### src/rtl/qed_pkg.sv
// Shared types and constants for the QED instruction-memory loader.
package qed_pkg;

  typedef enum logic [1:0] {
    S_CLEAR = 2'd0,
    S_LOAD  = 2'd1,
    S_FULL  = 2'd2
  } qed_state_e;

  // addi x0,x0,0
  localparam logic [31:0] NOP_INSTR_DEFAULT = 32'h0000_0013;

endpackage

### src/rtl/qed_sat_cnt.sv
// Saturating up-counter with synchronous active-high reset.
module qed_sat_cnt #(
  parameter int W = 16
) (
  input  logic         clk_i,
  input  logic         rst_i,
  input  logic         inc_i,
  output logic [W-1:0] cnt_o
);

  always_ff @(posedge clk_i) begin
    if (rst_i) begin
      cnt_o <= '0;
    end else if (inc_i && (cnt_o != {W{1'b1}})) begin
      cnt_o <= cnt_o + W'(1);
    end
  end

endmodule

### src/rtl/qed_imem_loader.sv
// Writes the QED instruction stream into the instruction RAM, with optional NOP
// pre-clear, held core reset until PREFILL words land, and wrap or stop-and-drop on full.
module qed_imem_loader
  import qed_pkg::*;
#(
  parameter int                DEPTH     = 32,
  parameter int                DATA_W    = 32,
  parameter int                PREFILL   = 8,
  parameter int                WRAP      = 0,
  parameter int                CLEAR_EN  = 1,
  parameter logic [DATA_W-1:0] NOP_INSTR = DATA_W'(NOP_INSTR_DEFAULT),
  parameter int                CNT_W     = 16,
  localparam int               ADDR_W    = $clog2(DEPTH)
) (
  input  logic              clk_i,
  input  logic              rst_i,
  input  logic              qed_vld_i,
  input  logic [DATA_W-1:0] qed_instr_i,
  output logic              qed_stall_o,
  output logic [ADDR_W-1:0] mem_addr_o,
  output logic [DATA_W-1:0] mem_data_o,
  output logic              mem_w_en_o,
  output logic              core_rst_o,
  output logic              full_o,
  output logic [CNT_W-1:0]  drop_cnt_o
);

  localparam int                LCNT_W    = ADDR_W + 1;
  localparam logic [ADDR_W-1:0] LAST_ADDR = ADDR_W'(DEPTH - 1);
  localparam logic [LCNT_W-1:0] PREFILL_C = LCNT_W'(PREFILL);

  if ((DEPTH < 2) || ((DEPTH & (DEPTH - 1)) != 0)) begin : g_bad_depth
    $error("qed_imem_loader: DEPTH must be a power of 2 and >= 2");
  end
  if ((PREFILL < 0) || (PREFILL > DEPTH)) begin : g_bad_prefill
    $error("qed_imem_loader: PREFILL must be within 0..DEPTH");
  end

  qed_state_e        state_q, state_d;
  logic [ADDR_W-1:0] clr_ptr_q, clr_ptr_d;
  logic [ADDR_W-1:0] wr_ptr_q, wr_ptr_d;
  logic [LCNT_W-1:0] loaded_q, loaded_d;
  logic [ADDR_W-1:0] addr_d;
  logic [DATA_W-1:0] data_d;
  logic              w_en_d, full_d, stall_d, core_rst_d;
  logic              accept, drop;

  // Handshake: a word is taken when qed_vld_i is high while qed_stall_o is low;
  // a valid word seen while qed_stall_o is high is discarded and counted, never retried.
  assign accept = qed_vld_i && !qed_stall_o && (state_q == S_LOAD);
  assign drop   = qed_vld_i && qed_stall_o;

  always_ff @(posedge clk_i) begin
    if (rst_i) begin
      state_q     <= (CLEAR_EN != 0) ? S_CLEAR : S_LOAD;
      clr_ptr_q   <= '0;
      wr_ptr_q    <= '0;
      loaded_q    <= '0;
      mem_addr_o  <= '0;
      mem_data_o  <= '0;
      mem_w_en_o  <= 1'b0;
      full_o      <= 1'b0;
      qed_stall_o <= (CLEAR_EN != 0);
      core_rst_o  <= 1'b1;
    end else begin
      state_q     <= state_d;
      clr_ptr_q   <= clr_ptr_d;
      wr_ptr_q    <= wr_ptr_d;
      loaded_q    <= loaded_d;
      mem_addr_o  <= addr_d;
      mem_data_o  <= data_d;
      mem_w_en_o  <= w_en_d;
      full_o      <= full_d;
      qed_stall_o <= stall_d;
      core_rst_o  <= core_rst_d;
    end
  end

  always_comb begin
    state_d    = state_q;
    clr_ptr_d  = clr_ptr_q;
    wr_ptr_d   = wr_ptr_q;
    loaded_d   = loaded_q;
    addr_d     = mem_addr_o;
    data_d     = mem_data_o;
    w_en_d     = 1'b0;
    full_d     = full_o;
    stall_d    = qed_stall_o;
    core_rst_d = core_rst_o;

    case (state_q)
      S_CLEAR: begin
        w_en_d    = 1'b1;
        addr_d    = clr_ptr_q;
        data_d    = NOP_INSTR;
        stall_d   = 1'b1;
        clr_ptr_d = clr_ptr_q + ADDR_W'(1);
        if (clr_ptr_q == LAST_ADDR) state_d = S_LOAD;
      end
      S_LOAD: begin
        stall_d = 1'b0;
        if (accept) begin
          w_en_d   = 1'b1;
          addr_d   = wr_ptr_q;
          data_d   = qed_instr_i;
          wr_ptr_d = wr_ptr_q + ADDR_W'(1);
          if (loaded_q != PREFILL_C) loaded_d = loaded_q + LCNT_W'(1);
          if (wr_ptr_q == LAST_ADDR) begin
            full_d = 1'b1;
            if (WRAP == 0) begin
              state_d = S_FULL;
              stall_d = 1'b1;
            end
          end
        end
      end
      S_FULL: begin
        stall_d = 1'b1;
      end
      default: begin
        state_d = S_LOAD;
      end
    endcase

    // Release one cycle after the PREFILL-th write is on the RAM port; sticky until reset.
    if ((state_q != S_CLEAR) && (loaded_q == PREFILL_C)) core_rst_d = 1'b0;
  end

  qed_sat_cnt #(.W(CNT_W)) u_drop_cnt (
    .clk_i (clk_i),
    .rst_i (rst_i),
    .inc_i (drop),
    .cnt_o (drop_cnt_o)
  );

endmodule

### config.mk
export PLATFORM = sky130hd
export DESIGN_NAME = qed_imem_loader
export DESIGN_NICKNAME = d
export VERILOG_FILES = /design/src/rtl/qed_pkg.sv /design/src/rtl/qed_sat_cnt.sv /design/src/rtl/qed_imem_loader.sv
export SDC_FILE = /design/constraint.sdc
export NUM_CORES = 1
export LEC_CHECK = 0
export CAP_MARGIN = 0
export CORE_MARGIN = 8
export CORE_UTILIZATION = 47
export DETAILED_ROUTE_END_ITERATION = 16
export GPL_TIMING_DRIVEN = 1
export MAX_ROUTING_LAYER = met4
export PLACE_DENSITY = 0.88
export SYNTH_ARGS = -nofsm -noshare
export SYNTH_HDL_FRONTEND = slang
export SYNTH_SLANG_ARGS = --single-unit
### constraint.sdc
create_clock -name clk_i -period 2 [get_ports clk_i]
set_input_delay 0.6 -clock clk_i [delete_from_list [all_inputs] [get_ports clk_i]]
set_output_delay 0.6 -clock clk_i [all_outputs]
set_load 0.02 [all_outputs]
# After elaboration in Yosys (flattened, before gate mapping)
# Cells that the tools add are included.
dict set report totals {
  regBits 75
  input_bits 35
  output_inout_bits 57
  elab_cells 55
}
dict set report classes {
  addsub 4
  eq_ne 10
  mux 13
  bitwise 1
  n_reduce_logical 16
}
# operator n
set op_table {}
lappend op_table {{$pmux 32 s2} 1}
lappend op_table {{$mux 32} 1}
lappend op_table {{$add 16x1->16 const B} 1}
lappend op_table {{$ne 16x16->1 const B} 1}
lappend op_table {{$add 5x1->5 const B} 2}
lappend op_table {{$eq 5x5->1 const B} 2}
lappend op_table {{$pmux 5 s2} 1}
lappend op_table {{$add 6x1->6 const B} 1}
lappend op_table {{$eq 6x4->1 const B} 1}
lappend op_table {{$mux 2} 3}
lappend op_table {{$ne 6x4->1 const B} 1}
lappend op_table {{$pmux 2 s3} 1}
lappend op_table {{$reduce_and 3->1} 2}
lappend op_table {{$reduce_bool 2->1} 3}
lappend op_table {{$logic_and 1x1->1} 5}
lappend op_table {{$mux 5} 1}
lappend op_table {{$ne 2x2->1 const B} 2}
lappend op_table {{$pmux 1 s2} 2}
lappend op_table {{$reduce_and 2->1} 2}
lappend op_table {{$reduce_and 4->1} 1}
lappend op_table {{$mux 1} 3}
lappend op_table {{$eq 2x1->1 const B} 1}
lappend op_table {{$eq 2x2->1 const B} 1}
lappend op_table {{$logic_not 2->1} 1}
lappend op_table {{other kinds (4)} 4}

# Logic depth before layout (Yosys ltp)
dict set report depth {
  depth_word 5
  mapped_depth 6
  mapped_depth_nobuf 6
}

# Modules after synthesis
# A second synthesis with hierarchy kept.
dict set report hier_totals {
  hier_cells 342
  hier_area_um2 3106.7
}
# module n_inst cells_each area_each_um2
set by_module_without_submodules {}
lappend by_module_without_submodules {qed_imem_loader 1 243 2258.4}
lappend by_module_without_submodules {qed_sat_cnt 1 99 848.3}

# Worst setup path after synthesis
# No wires, ideal clock.
dict set report synth_timing {
  path_type {register to register}
  startpoint {register u_drop_cnt.cnt_o[0]}
  endpoint {register u_drop_cnt.cnt_o[2]}
  setup_ns 0.121
  arrival_ns 1.875
  required_ns 1.879
  path_slack_ns 0.004
  stages_incl_launch_ff 6
  path_cell_list {dfxtp_1 ha_1 nand3_1 or4_1 nand3_1 mux2_2}
}
dict set report synth_between {
  elab_chain_len 2
  word_cells_on_any_way 3
  classes_between {1 x add/sub; 1 x eq/ne; 1 x reduce/logical}
}
# item line
set synth_lines {}
lappend synth_lines {{start: declaration} qed_sat_cnt.sv:8} ;# output logic [W-1:0] cnt_o
lappend synth_lines {{start signal: assignment} qed_sat_cnt.sv:15} ;# cnt_o <= cnt_o + W'(1);
lappend synth_lines {{branches (longest 2 deep; another with $add 16x1->16)} n/a}
# Several ways; the timed one is not identified.
# A chain may end at the register's enable or synchronous reset.

# Worst setup path in the final report
dict set report layout_timing {
  startpoint {register mem_data_o[25]}
  endpoint {output port mem_data_o[25]}
}
# item line
set layout_rtl {}
lappend layout_rtl {{start: declaration} qed_imem_loader.sv:21} ;# output logic [DATA_W-1:0] mem_data_o,
lappend layout_rtl {{start signal: assignment} qed_imem_loader.sv:71} ;# mem_data_o <= data_d;
# No word-level cell between the ends.

==> run summary <==
Initial Utilization: 0.487
post-route ant nets: 0
via count: 2995
boundary pin count: 92
layout cell share with drive strength beyond 1: 0.123
final std cells w/o fill: 531
remaining global-route overflow: 0
number of CTS-inserted buffers: 9
Crit path buffers/inverters: 1
startpoint types: flip-flop
max-cap violations: 0
antenna cells: 0
IO Port Bufs: 91
drt total wl: 8.63 mm
Final Skew: 0.00733 ns
maximum vdd drop: 0.534 mV
Fin. Hold Viols: 0
CP Capture Type: primary output
Die Ht: 97.3 um
vias in the first global route: 3041
Placed Cells: 515
Clock Sink Count: 75
Synth Net Count: 385
Final HPWL DP: 6.22 mm
Vias per Instance: 5.64
max-slew violation count: 0
die width: 97.3 um
die area: 0.00947 mm2
worst-path fanout max: 2
Iter 0 DRT Violations: 167
Post-Syn Area: 0.00311 mm2
period utilization: 0.962
synthesis-to-layout area growth: 44.5%
Netlist cell types: 41
Crit-path slowest cell: clkdlybuf4s50_1
Data required, critical path: 1.40 ns
first-pass GRT wire length: 14.3 mm
routed len/inst: 16.2 um
Residual DRC: 0
initial antenna violation count: 0
Core Util, Final: 0.704
WS Path Type: reg -> out
Avg Inst Size Synth: 9.06 um2
root buffer cell: clkbuf_8
unrepaired setup endpoints after global routing: no
Setup Viol. Count Final: 0
final worst setup slack: 0.0761 ns
Seq cells post-synth: 75
Worst Tran Pin Value: 0.483 ns
CTS tree: built
CTS Hold Buffers Added: 0
H-tree depth: 3
Worst Hold Class: reg -> reg
Fillers: 461
CTS Buffer Depth: 2
Pleak: 1.76 nW
Hold WS: 0.465 ns
CP delay by family, top: buffers and inverters
CP max stage delay: 0.63 ns
Syn Inst Count: 343
clk_lat worst skew: 0.34 ns
Sum Neg Setup Slack: 0 ns
1st-pass router iterations: 4
Rows: 29
# nets final: 492
pre-CTS setup slack: -0.347 ns
PwrDens: 642 mW/mm2
sequential-to-total area share from yosys stat: 0.483
crit path DAT: 1.32 ns
relative slew slack: 0.677
gr usage total: 0.185
Tmin final: 1.92 ns
Ys Warns: 0
status: completed
Max Clk Rate: 520 MHz
crit path cell chain: clkdlybuf4s50_1
routability cong.: 0.916
core area: 0.00639 mm2
CTS clk-pin slew, worst paths: 0.08 ns
largest net degree at the start of global routing: 35
area by class of cell:
cell class | instances | area (um2) | area share
Tap cell | 77 | 96.3 | 0.0214
Inverter | 6 | 22.5 | 0.00501
Multi-Input combinational cell | 240 | 1510 | 0.337
Timing Repair Buffer | 118 | 1160 | 0.257
Clock buffer | 11 | 151 | 0.0337
Clock inverter | 4 | 50.0 | 0.0111
Sequential cell | 75 | 1500 | 0.334
Yosys cell counts:
master     number  area share
a211oi_1        6       0.014
a21o_1          1      0.0024
a21oi_1        21       0.034
a22oi_1        29       0.070
a2bb2oi_1       1      0.0028
a311oi_1        1      0.0028
and2_1          1      0.0020
and3_1          3      0.0060
and4_1          1      0.0028
buf_1           1      0.0012
buf_2           6      0.0097
clkbuf_1       15       0.018
dfxtp_1        75        0.48
ha_1            7       0.028
inv_1           6      0.0072
mux2_2          3       0.011
mux2i_1         6       0.019
nand2_1        16       0.019
nand2b_1        2      0.0040
nand3_1        13       0.021
nand4_1         6       0.012
nand4_4         1      0.0068
nand4bb_1       2      0.0072
nor2_1         60       0.072
nor2b_1         4      0.0080
nor3_1          3      0.0048
nor4_1          5       0.010
nor4_4          1      0.0068
nor4bb_1        1      0.0032
o211ai_1        1      0.0024
o21ai_0         8       0.013
o311ai_0        1      0.0028
o31ai_1         9       0.022
or2_2           2      0.0040
or3_1           4      0.0080
or3_4           1      0.0036
or4_1           8       0.019
or4_2           1      0.0028
or4_4           1      0.0036
xnor2_1         5       0.014
xor2_1          5       0.014
cells in the final DEF (no fill, tap or decap), drive strengths merged, types with 2 or more instances in the layout:
| master | Yosys | final |
|---|---|---|
| nand4 | 7 | 7 |
| nand4bb | 2 | 2 |
| ha | 7 | 7 |
| and3 | 3 | 3 |
| nand2 | 16 | 16 |
| inv | 6 | 6 |
| o21ai | 8 | 8 |
| or4 | 10 | 10 |
| a21oi | 21 | 21 |
| mux2i | 6 | 6 |
| nand2b | 2 | 2 |
| mux2 | 3 | 3 |
| xnor2 | 5 | 5 |
| or2 | 2 | 2 |
| nand3 | 13 | 13 |
| nor2 | 60 | 60 |
| a22oi | 29 | 29 |
| clkinvlp | 0 | 2 |
| o31ai | 9 | 9 |
| nor4 | 6 | 6 |
| clkbuf | 15 | 11 |
| a211oi | 6 | 6 |
| dfxtp | 75 | 75 |
| buf | 7 | 28 |
| nor3 | 3 | 3 |
| dlygate4sd2 | 0 | 16 |
| or3 | 5 | 5 |
| clkdlybuf4s50 | 0 | 72 |
| dlymetal6s2s | 0 | 2 |
| nor2b | 4 | 4 |
| xor2 | 5 | 5 |
logic make-up after synthesis:
group           synth area share
mux                       0.0302
flops                      0.483
xor+xnor                  0.0282
fa+ha+maj                 0.0282
simple gates               0.228
compound gates             0.166
buf+inv                   0.0362
final timing paths:
check,start,cells past startpoint,slack [ns],end
max reg2reg,u_drop_cnt.cnt_o[1],5,0.13,u_drop_cnt.cnt_o[13]
min,core_rst_o,2,0.47,core_rst_o
max,mem_data_o[25],1,0.08,mem_data_o[25]
min reg2reg,core_rst_o,2,0.47,core_rst_o
where the power goes:
group	switching, mW	internal (mW)	leakage (nW)
registers	0.0119	1.51	0.607
clock network	0.549	0.635	0.0974
logic	0.0763	0.101	1.06
total	0.637	2.25	1.76
metal layers:
layer / vias to the layer above / GRT usage / part of all wire
met3: 12 / 0.0825 / 0.090
met4: 0 / 0.0653 / 0.014
met1: 1419 / 0.212 / 0.44
met5: - / - / 0
met2: 115 / 0.280 / 0.45
li1: 1449 / - / -
registers in the layout (all words and copies together), names as in the netlist:
name and flops:
wr_ptr_q 5, mem_data_o 32, clr_ptr_q 5, full_o 1, loaded_q 6, state_q 2
core_rst_o 1, qed_stall_o 1, mem_addr_o 5, mem_w_en_o 1, u_drop_cnt.cnt_o 16
worst register-to-register path: cells and delay by family (launching register included):
family / cells / cell delay (ns)
and+or+nand+nor: 3 / 0.86
DFF: 1 / 0.35
muxes: 1 / 0.33
adders and majority gates: 1 / 0.24
metrics by stage:
| stage | instance area (um2) | power (mW) |
|---|---|---|
| 3_5_place_dp | 4290 | 1.73 |
| 4_1_cts | 4480 | 2.91 |
| 2_1_floorplan | 3110 | 1.62 |
| 3_3_place_gp | 4290 | 1.73 |
| 5_1_grt | 4490 | 2.98 |
| 6_report | 4490 | 2.88 |
repair_timing:
action / 4_1_cts / 5_1_grt
pin swaps: 0 / 1
setup buffers: 0 / 1
cloned: 0 / 0
setup endpoints to repair: 16 / 3
gates resized for setup: 17 / 3
Power figures use the tool's default switching activity.
